`src/rtl/qlab5_sys_pio_seq.sv`:
```
// qlab5_sys_pio_seq
//
// Avalon-MM write-only master that drives the single-bit PIO output port of
// the qlab5 system. It produces a train of repeat_cnt pulses. Each pulse is
// on_cycles clocks high followed by off_cycles clocks low. The pulses are made
// by set writes (address 4) and clear writes (address 5) to the PIO s1 slave.
// After reset it first writes 0 to the data register (address 0). This
// overrides the PIO reset value of 1.
//
// Ports:
//   clk            system clock, rising edge
//   reset_n        asynchronous active-low reset
//   start          request a pulse train (sampled only in IDLE)
//   abort          end the running train early
//   on_cycles      high time in clocks (0 treated as 1), latched at start
//   off_cycles     low time in clocks (0 treated as 1), latched at start
//   repeat_cnt     number of pulses, latched at start
//   pio_address    Avalon address to the PIO
//   pio_chipselect Avalon chipselect to the PIO
//   pio_write_n    Avalon write strobe, active low
//   pio_writedata  Avalon writedata to the PIO
//   busy           high whenever a train (or the power-up write) is in flight
//   done           one-clock pulse when a train ends
//   pulses_done    pulses completed in the current/last train

module qlab5_sys_pio_seq #(
  parameter int          CNT_W    = 24,
  parameter int          REP_W    = 8,
  parameter logic [31:0] PIO_MASK = 32'h1
) (
  input  logic             clk,
  input  logic             reset_n,
  input  logic             start,
  input  logic             abort,
  input  logic [CNT_W-1:0] on_cycles,
  input  logic [CNT_W-1:0] off_cycles,
  input  logic [REP_W-1:0] repeat_cnt,
  output logic [2:0]       pio_address,
  output logic             pio_chipselect,
  output logic             pio_write_n,
  output logic [31:0]      pio_writedata,
  output logic             busy,
  output logic             done,
  output logic [REP_W-1:0] pulses_done
);

  typedef enum logic [2:0] {
    INIT,
    IDLE,
    SET_WR,
    ON_WAIT,
    CLR_WR,
    OFF_WAIT
  } state_t;

  state_t             state_q, state_d;
  logic               armed_q;
  logic [CNT_W-1:0]   onLen_q, onLen_d;
  logic [CNT_W-1:0]   offLen_q, offLen_d;
  logic [CNT_W-1:0]   cnt_q, cnt_d;
  logic [REP_W-1:0]   repeat_q, repeat_d;
  logic [REP_W-1:0]   pulsesDone_q, pulsesDone_d;
  logic               pulseOpen_q, pulseOpen_d;
  logic               abortEnd_q, abortEnd_d;
  logic               done_q, done_d;
  logic               zeroBusy_q, zeroBusy_d;
  logic [REP_W-1:0]   nextCount;
  logic               lastPulse;

  // armed_q stays low from reset until the first clock edge. The INIT write
  // is qualified by it, so the Avalon outputs keep their idle values while
  // reset_n is low. The write then shows up in the first clock after release.
  always_ff @(posedge clk or negedge reset_n) begin
    if (!reset_n) begin
      armed_q <= 1'b0;
    end else begin
      armed_q <= 1'b1;
    end
  end

  // State and datapath registers
  always_ff @(posedge clk or negedge reset_n) begin
    if (!reset_n) begin
      state_q      <= INIT;
      onLen_q      <= '0;
      offLen_q     <= '0;
      cnt_q        <= '0;
      repeat_q     <= '0;
      pulsesDone_q <= '0;
      pulseOpen_q  <= 1'b0;
      abortEnd_q   <= 1'b0;
      done_q       <= 1'b0;
      zeroBusy_q   <= 1'b0;
    end else begin
      state_q      <= state_d;
      onLen_q      <= onLen_d;
      offLen_q     <= offLen_d;
      cnt_q        <= cnt_d;
      repeat_q     <= repeat_d;
      pulsesDone_q <= pulsesDone_d;
      pulseOpen_q  <= pulseOpen_d;
      abortEnd_q   <= abortEnd_d;
      done_q       <= done_d;
      zeroBusy_q   <= zeroBusy_d;
    end
  end

  assign nextCount = pulsesDone_q + 1'b1;

  // A clear write counts as a completed pulse only if it closes a set.
  // An abort during OFF_WAIT leads to a clear with no open pulse, so that
  // clear must not count.
  assign lastPulse = pulseOpen_q && (nextCount == repeat_q);

  // Next-state logic. The duration counter holds the remaining wait cycles.
  // It is loaded with len-1 in the write state, so that the high/low times
  // come out as exactly len clocks, counting the write cycle itself.
  always_comb begin
    state_d      = state_q;
    onLen_d      = onLen_q;
    offLen_d     = offLen_q;
    cnt_d        = cnt_q;
    repeat_d     = repeat_q;
    pulsesDone_d = pulsesDone_q;
    pulseOpen_d  = pulseOpen_q;
    abortEnd_d   = abortEnd_q;
    done_d       = 1'b0;
    zeroBusy_d   = 1'b0;

    case (state_q)
      INIT: begin
        if (armed_q) begin
          state_d = IDLE;
        end
      end

      IDLE: begin
        if (start) begin
          onLen_d      = (on_cycles == '0) ? CNT_W'(1) : on_cycles;
          offLen_d     = (off_cycles == '0) ? CNT_W'(1) : off_cycles;
          repeat_d     = repeat_cnt;
          pulsesDone_d = '0;
          pulseOpen_d  = 1'b0;
          abortEnd_d   = 1'b0;
          if (repeat_cnt == '0) begin
            done_d     = 1'b1;
            zeroBusy_d = 1'b1;
          end else begin
            state_d = SET_WR;
          end
        end
      end

      SET_WR: begin
        pulseOpen_d = 1'b1;
        cnt_d       = onLen_q - 1'b1;
        if (abort) begin
          abortEnd_d = 1'b1;
          state_d    = CLR_WR;
        end else if (onLen_q == CNT_W'(1)) begin
          state_d = CLR_WR;
        end else begin
          state_d = ON_WAIT;
        end
      end

      ON_WAIT: begin
        cnt_d = cnt_q - 1'b1;
        if (abort) begin
          abortEnd_d = 1'b1;
          state_d    = CLR_WR;
        end else if (cnt_q == CNT_W'(1)) begin
          state_d = CLR_WR;
        end
      end

      CLR_WR: begin
        pulseOpen_d = 1'b0;
        if (pulseOpen_q) begin
          pulsesDone_d = nextCount;
        end
        if (abortEnd_q || abort || lastPulse) begin
          abortEnd_d = 1'b0;
          done_d     = 1'b1;
          state_d    = IDLE;
        end else begin
          cnt_d = offLen_q - 1'b1;
          if (offLen_q == CNT_W'(1)) begin
            state_d = SET_WR;
          end else begin
            state_d = OFF_WAIT;
          end
        end
      end

      OFF_WAIT: begin
        cnt_d = cnt_q - 1'b1;
        if (abort) begin
          abortEnd_d = 1'b1;
          state_d    = CLR_WR;
        end else if (cnt_q == CNT_W'(1)) begin
          state_d = SET_WR;
        end
      end

      default: begin
        state_d = INIT;
      end
    endcase
  end

  // Avalon outputs are decoded straight from the state. Each write state
  // therefore strobes for exactly one cycle, and the bus is idle otherwise.
  always_comb begin
    pio_chipselect = 1'b0;
    pio_write_n    = 1'b1;
    pio_address    = 3'd0;
    pio_writedata  = 32'd0;
    case (state_q)
      INIT: begin
        if (armed_q) begin
          pio_chipselect = 1'b1;
          pio_write_n    = 1'b0;
        end
      end
      SET_WR: begin
        pio_chipselect = 1'b1;
        pio_write_n    = 1'b0;
        pio_address    = 3'd4;
        pio_writedata  = PIO_MASK;
      end
      CLR_WR: begin
        pio_chipselect = 1'b1;
        pio_write_n    = 1'b0;
        pio_address    = 3'd5;
        pio_writedata  = PIO_MASK;
      end
      default: begin
        pio_chipselect = 1'b0;
      end
    endcase
  end

  // A zero-length train never leaves IDLE. zeroBusy_q keeps busy high for
  // its single done cycle.
  assign busy        = zeroBusy_q || ((state_q != IDLE) && !((state_q == INIT) && !armed_q));
  assign done        = done_q;
  assign pulses_done = pulsesDone_q;

endmodule

```
`config.mk`:
```
export PLATFORM = sky130hd
export DESIGN_NAME = qlab5_sys_pio_seq
export DESIGN_NICKNAME = d
export VERILOG_FILES = /design/src/rtl/qlab5_sys_pio_seq.sv
export SDC_FILE = /design/constraint.sdc
export NUM_CORES = 1
export LEC_CHECK = 0
export CORE_MARGIN = 2
export CORE_UTILIZATION = 45
export DETAILED_ROUTE_END_ITERATION = 10
export PLACE_DENSITY = 0.69
export SLEW_MARGIN = 20
export SYNTH_ARGS = -nofsm -noshare
export SYNTH_HDL_FRONTEND = slang
export SYNTH_SLANG_ARGS = --single-unit
```
`constraint.sdc`:
```
create_clock -name clk -period 3.3 [get_ports clk]
set_clock_uncertainty 0.15 [all_clocks]
set_input_delay 0.495 -clock clk [delete_from_list [all_inputs] [get_ports clk]]
set_output_delay 0.495 -clock clk [all_outputs]
set_load 0.01 [all_outputs]
```
Word level (Yosys, flattened, before mapping)

Index checks and enable logic that the tools add are counted.
W data, S select, Z words.

Register bits after elaboration: 96
Bits of input ports: 60
Logic and storage cells: 94

Add/sub/neg operators: 4
Equality and inequality tests: 19
Mux-type cells: 35
Reductions and logical operators: 25

Operator list:

| kind                    | number |
|---|---|
| $eq A24 B1 Y1 const B   | 3 |
| $mux W24                | 3 |
| $pmux W24 S3            | 1 |
| $sub A24 B1 Y24 const B | 3 |
| $logic_not A24 Y1       | 2 |
| $mux W3                 | 11 |
| $pmux W3 S6             | 1 |
| $mux W8                 | 2 |
| $pmux W8 S2             | 1 |
| $ne A2 B2 Y1 const B    | 6 |
| $mux W1                 | 10 |
| $reduce_bool A3 Y1      | 3 |
| $add A8 B1 Y8 const B   | 1 |
| $eq A8 B8 Y1            | 1 |
| $logic_not A8 Y1        | 1 |
| $eq A3 B2 Y1 const B    | 2 |
| $eq A3 B3 Y1 const B    | 2 |
| $ne A3 B3 Y1 const B    | 2 |
| $pmux W1 S2             | 3 |
| $pmux W1 S3             | 2 |
| $pmux W3 S2             | 1 |
| $reduce_and A2 Y1       | 3 |
| $reduce_and A5 Y1       | 1 |
| $reduce_and A4 Y1       | 1 |
| 11 further kinds        | 17 |

Logic depth before layout (Yosys ltp)

Gate-level depths: netlist of run 1.

Depth in word-level cells: 6
Gate-level depth with buffers: 9

Worst setup path after synthesis of run 1

OpenSTA, ideal clock, no wires.

Kind: flip-flop to flip-flop
From: reg offLen_q[6]
To: reg state_q[0]
Library setup time: 128 ps
Data arrival time: 2504 ps
Setup slack: 518 ps
Cell stages (with the launch flop): 9
Path buffers: 2
Cell sequence: dfrtp_1 or4_1 clkbuf_2 or4_4 buf_6 or4_4 nor3b_1 o211a_1 o21ai_0

Word-level cells in the longest chain between the ends: 4

Ends and longest elaborated chain:

| element                  | RTL line | text |
|---|---|---|
| start: declaration       | 59       | `logic [CNT_W-1:0] offLen_q, offLen_d;` |
| start signal: assignment | 97       | `offLen_q <= offLen_d;` |
| $eq A24 B1 Y1            | 188      | `if (offLen_q == CNT_W'(1)) begin` |
| $mux W3                  | 188      |  |
| $mux W3                  | 182      | `if (abortEnd_q \|\| abort \|\| lastPulse) begin` |
| $pmux W3 S6              | 130      | `case (state_q)` |
| end signal: assignment   | 95       | `state_q <= state_d;` |
| end: declaration         | 56       | `state_t state_q, state_d;` |

No other way between the ends.
A chain may end at the register's enable or synchronous reset.

Worst setup path in the final report of run 1

From: reg state_q[1]
To: out busy

Word-level cells in the longest chain between the ends: 5
Elaborated cells between the ends (all ways): 6
Those cells by class: 1 x eq/ne; 5 x reduce/logical

Ends and longest elaborated chain:

| element               | RTL line | text |
|---|---|---|
| $logic_not A3 Y1      | 246      | `assign busy = zeroBusy_q \|\| ((state_q != IDLE) && !((state_q == INIT) && !armed_q));` |
| $logic_and A1 B1 Y1   | 246      |  |
| $logic_not A1 Y1      | 246      |  |
| $logic_and A1 B1 Y1 * | 246      |  |
| $logic_or A1 B1 Y1 *  | 246      |  |
| end: declaration      | 42       | `output logic busy,` |

Mark *: on every way between the ends. The rest lies on a longest branch, timed or not.

==> results of run 1 <==
[layout by cell type, fill, tap and decap left out, drive strengths merged, types with 8 or more instances in the layout]
| cell | instances |
|---|---|
| nand2 | 44 |
| a21oi | 27 |
| buf | 15 |
| nor3 | 30 |
| clkdlybuf4s50 | 73 |
| dfrtp | 96 |
| nor4 | 34 |
| nor2 | 45 |
| xnor2 | 25 |
| inv | 14 |
| nand4 | 14 |
| clkbuf | 10 |
| or4 | 8 |
| conb | 33 |
| xor2 | 23 |
| o21ai | 86 |
| mux2 | 51 |
| nand3 | 17 |
| o31ai | 8 |
| or3 | 16 |
[registers in the layout, summed over array words and instances, names as in the netlist]
name / flops
abortEnd_q: 1
armed_q: 1
cnt_q: 24
done: 1
offLen_q: 24
onLen_q: 24
pulseOpen_q: 1
pulses_done: 8
repeat_q: 8
state_q: 3
zeroBusy_q: 1
[cell type report]
class / count / share of cell area, %
Clock buffer: 10 / 3.21
Clock inverter: 5 / 0.774
Inverter: 14 / 0.707
Multi-Input combinational cell: 560 / 48.3
Sequential cell: 96 / 32.3
Tap cell: 180 / 3.03
Timing Repair Buffer: 88 / 11.7
[how the worst max path moves through the flow]
stage                start         end  slack (ns)
4_1_cts        offLen_q[6]  state_q[0]        0.42
2_1_floorplan  offLen_q[6]  state_q[0]        0.52
5_1_grt        offLen_q[6]  state_q[0]        0.27
3_5_place_dp         abort   cnt_q[19]        0.39
6_report        state_q[1]        busy        0.41
3_3_place_gp         abort   cnt_q[19]        0.47
[metal layers]
layer  routed length [um]  global-route usage (%)  share of wire [%]  up-vias
met4                  364                    8.98                2.1        0
li1                     -                       -                  -     2688
met3                 1210                    3.35                7.0       26
met2                 8110                    37.7                 47      237
met5                    0                       0                  0        -
met1                 7590                    33.3                 44     2805
[logic make-up after synthesis]
group	share of synthesized area [%]
compound gates	16.6
simple gates	20.8
xor+xnor	6.65
flops	38.0
buf+inv	7.08
fa+ha+maj	1.38
other cells	0.119
mux	9.40
[critical path: stages, from the launching register on]
cell and delay (ns):
dfrtp_1 0.57, or2_2 0.40, a21o_1 0.17, or2_2 0.26, clkdlybuf4s50_1 0.48
[power by group]
group | leakage [nW] | switching, W | internal, W | total (W)
Combinational | 1.53 | 0.00178 | 0.00142 | 0.00319
Sequential | 1.17 | 0.000711 | 0.00173 | 0.00244
Clock | 0.148 | 0.000461 | 0.000604 | 0.00106
[stage by stage]
| stage | utilization [%] | setup WS, ns | instance area (um2) | instances | total power (W) |
|---|---|---|---|---|---|
| final | 53.8 | 0.413 | 7440 | 953 | 0.00670 |
| after global routing | 53.8 | 0.268 | 7440 | 953 | 0.00717 |
| after CTS | 53.8 | 0.424 | 7440 | 953 | 0.00666 |
| after detailed placement | 51.6 | 0.387 | 7140 | 938 | 0.00558 |
| after global placement | 51.6 | 0.468 | 7140 | 938 | 0.00547 |
| after floorplan | - | 0.518 | 6440 | 739 | 0.00451 |
==> impl_metrics.ini, run 1 <==
[clocking]
hold_buffers = 0
clock_path_buffers = 2
cts_setup_buffers = 0
clock_latency_ns = 0.36
htreeDepth = 3
ctsRootBufferMaster = clkbuf_16
cts_tree = built
path_clk_slew_ns = 0.07
cts_sinks = 96
cts_buffers = 9
cts_resized = 0

[yosys]
synthFlopType = dfrtp_1
synth_cells = 708
ys_ff_latch = 96
synth_cell_type_count = 59
synth_area_um2 = 6320
synth-seq-area-share_pct = 38.0
synth_edf_count = 0
synthTopCellsByArea = dfrtp_1, mux2_2, o21ai_0
synth_top_area_share_pct = 38.0
synth_warnings = 0
yosysMostFrequentCell = dfrtp_1
yosys.area.top_type = dfrtp_1
synthArstFlopShare_pct = 100
synth_common_cells = dfrtp_1, o21ai_0, mux2_2
synth.avg_cell_area_um2 = 8.93

[sta]
fin_crit_ns = 2.89
tightest_slew_ns = 0.696
fin_tns_setup_ns = 0
fin_crit_sh_pct = 87.5
max_slew_margin_pct = 53.1
hold_viol_final = 9
finalSetupViolations = 0
max_freq_mhz = 346
rsz0062_at_grt = false
hold_ws_ns = -0.0126
maxSlewViolCount = 0

[detailed_routing]
drt_iter0_markers = 601
drtAntennaViolNets = 0
wl_per_cell_um = 18.1
num_vias = 5756
dr.pass1.iters = 6
wirelength_um = 17300
viasPerCell = 6.04
drc = 0

[final_layout]
fillers = 1257
antenna_cells = 0
register_area_um2 = 2400
area_growth_pct = 17.6
num-nets-final = 836
multi_input_area_um2 = 3590
drive_gt1_share_pct = 12.0

[setup_path]
rrSetupSlack_ns = 0.44
crit_path_start_kind = flop
worstSetupPathType = reg2out
r2r_start = offLen_q[6]
critPathCaptureType = output pin
cp_max_fo = 15
r2r-end = state_q[0]
worstPathRequired_ns = 2.65
worstPathArrival_ns = 2.24
rr_worst_depth = 6

[floorplan]
die_area_um2 = 15000
rows = 43
coreArea_um2 = 13800
initial_core_util_pct = 45.7
ios = 107
dieWidth_um = 123
die_y_um = 123

[grt]
grt_overflow = 0
track_usage_pct = 23.8
grt_pass1_vias = 5384
grt_max_degree = 57
antenna_found_initial = 0
grt_pass1_wl_um = 27900

[status]
violations = negative hold slack
status = complete, but fails checks

[placed_design]
gp_congestion = 0.964
hpwl_um = 12700
portBuffers = 74

[power]
peakVddDrop_uv = 361
powerDensity_nw_per_um2 = 901
p_leak_nw = 2.84

[worst_hold_path]
hold_path.class = in2async

[flow_run]
drv_cap = 0
No activity file was read; power rests on OpenSTA's default activity.
==> run 2, diff against run 1 <==
--- a/config.mk
+++ b/config.mk
@@ -5,10 +5,11 @@
 export SDC_FILE = /design/constraint.sdc
 export NUM_CORES = 1
 export LEC_CHECK = 0
+export ABC_AREA = 1
 export CORE_MARGIN = 2
-export CORE_UTILIZATION = 45
+export CORE_UTILIZATION = 55
 export DETAILED_ROUTE_END_ITERATION = 10
-export PLACE_DENSITY = 0.69
+export PLACE_DENSITY = 0.82
 export SLEW_MARGIN = 20
 export SYNTH_ARGS = -nofsm -noshare
 export SYNTH_HDL_FRONTEND = slang
==> impl_metrics.ini, run 2 <==
[status]
status = finished clean

[placed_design]
place_area_um2 = 7480
hpwl_um = 13900
portBuffers = 74
gp_congestion = 0.960

[final_layout]
finalInstanceArea_um2 = 7770
register_area_um2 = 2400
num-nets-final = 1137
fillers = 1113
multi_input_area_um2 = 3670
reg_top3 = cnt_q (24), offLen_q (24), onLen_q (24)
layout_common_cells = nand2_1, nor2_1, inv_1, dfrtp_1
area_growth_pct = 15.0
antenna_cells = 0
drive_gt1_share_pct = 7.81
layout_commonest_cell = nand2_1

[power]
p_leak_nw = 3.62
powerDensity_nw_per_um2 = 882
peakVddDrop_uv = 589

[detailed_routing]
wl_per_cell_um = 14.6
drtAntennaViolNets = 0
dr.pass1.iters = 9
drc = 0
viasPerCell = 5.46
drt_iter0_markers = 600
num_vias = 6675
wirelength_um = 17900

[sta]
finalSetupViolations = 0
hold_viol_final = 0
fin_crit_sh_pct = 83.7
max_freq_mhz = 362
fin_tns_setup_ns = 0
tightest_slew_ns = 0.750
fin_crit_ns = 2.76
rsz0062_at_grt = false
max_slew_margin_pct = 50.0
maxSlewViolCount = 0

[yosys]
yosysMostFrequentCell = nand2_1
ys_ff_latch = 96
synth_cell_type_count = 44
synth-seq-area-share_pct = 35.6
synthTopCellsByArea = dfrtp_1, nand2_1, nor2_1
yosys.area.top_type = dfrtp_1
synthFlopType = dfrtp_1
synthArstFlopShare_pct = 100
synth_common_cells = nand2_1, nor2_1, inv_1
synth_area_um2 = 6760
synth_warnings = 0
synth.avg_cell_area_um2 = 6.74
synth_top_area_share_pct = 35.6
synth_edf_count = 0
synth_cells = 1002

[setup_path]
r2r-end = cnt_q[2]
cp_max_fo = 15
startpoint = state_q[0]
worstSetupPathType = reg2out
r2r_start = pulses_done[0]
cp-endpoint = pio_address[2]
rr_worst_depth = 14
worstPathRequired_ns = 2.65
worstPathArrival_ns = 2.12
crit_path_start_kind = flop
critPathCaptureType = output pin
rrSetupSlack_ns = 0.88

[grt]
antenna_found_initial = 0
grt_pass1_wl_um = 29500
grt_max_degree = 95
grt_overflow = 0
grt_pass1_vias = 5941
track_usage_pct = 28.5

[floorplan]
die_y_um = 115
initial_core_util_pct = 56.2
die_area_um2 = 13200
ios = 107
rows = 40
coreArea_um2 = 12000
dieWidth_um = 115

[clocking]
ctsRootBufferMaster = clkbuf_16
cts_sinks = 96
clock_path_buffers = 2
cts_buffers = 9
cts_tree = built
hold_buffers = 0
cts_setup_buffers = 0
path_clk_slew_ns = 0.07
htreeDepth = 3
cts_resized = 0
clock_latency_ns = 0.36

[flow_run]
drv_cap = 0

[worst_hold_path]
hold_path.class = in2async
==> run 2: cell count changes after synthesis, moves of 25 or more <==
cell | before | now
nand3_1 | 17 | 81
mux2_2 | 51 | 0
nor2_1 | 45 | 148
inv_1 | 14 | 110
xnor2_1 | 25 | 0
nand2_1 | 44 | 245
==> run 2: cells by family after synthesis <==
family | synth area share [%]
AO/OA/AOI/OAI | 14.1
XOR/XNOR | 0.778
adder cells (fa/ha/maj) | 1.30
buffers and inverters | 11.9
flip-flops | 35.6
other | 0.111
AND/OR/NAND/NOR | 36.2
==> run 2: cell type report <==
class	count	area share, %
Tap cell	147	2.37
Multi-Input combinational cell	770	47.3
Clock inverter	6	0.564
Timing Repair Buffer	82	10.4
Clock buffer	10	3.08
Sequential cell	96	30.9
Inverter	111	5.36
==> run 2: per-layer routing <==
layer | track usage [%] | part of all wire, % | vias to the layer above
met2 | 43.6 | 45 | 286
met5 | 0 | 0 | -
met4 | 9.80 | 2.6 | 0
met3 | 5.27 | 7.9 | 33
li1 | - | - | 3330
met1 | 41.0 | 45 | 3026
==> run 2: stage by stage <==
stage / instances / power (W) / worst slack, ns / utilization (%) / hold WS [ns]
final: 1222 / 0.00685 / 0.540 / 64.7 / 0.0117
after global routing: 1222 / 0.00746 / 0.389 / 64.7 / 0.0536
after CTS: 1222 / 0.00680 / 0.542 / 64.7 / 0.0210
after detailed placement: 1206 / 0.00576 / 0.892 / 62.3 / 0.322
after global placement: 1206 / 0.00567 / 0.981 / 62.3 / 0.306
after floorplan: 1033 / 0.00489 / 1.16 / - / 0.0494
==> run 2: worst min path at each step <==
stage	slack [ns]	to
finish	0.01	pulses_done[5]
CTS	0.02	pulses_done[5]
global route	0.05	pulses_done[6]
detailed placement	0.32	abortEnd_q
global placement	0.31	abortEnd_q
floorplan	0.05	abortEnd_q
==> run 2: power breakdown <==
part	leakage (nW)	switching, W	internal, W
Clock	0.127	0.000486	0.000533
Sequential	1.21	0.000596	0.00169
Combinational	2.29	0.00231	0.00124
Total	3.62	0.00339	0.00346
==> run 2: critical path, cell delays in order, from the launching register on <==
cell,delay (ns)
dfrtp_1,0.44
nor2_1,0.13
inv_1,0.07
nor2_2,0.12
inv_1,0.26
nand2_1,0.19
clkdlybuf4s50_1,0.55
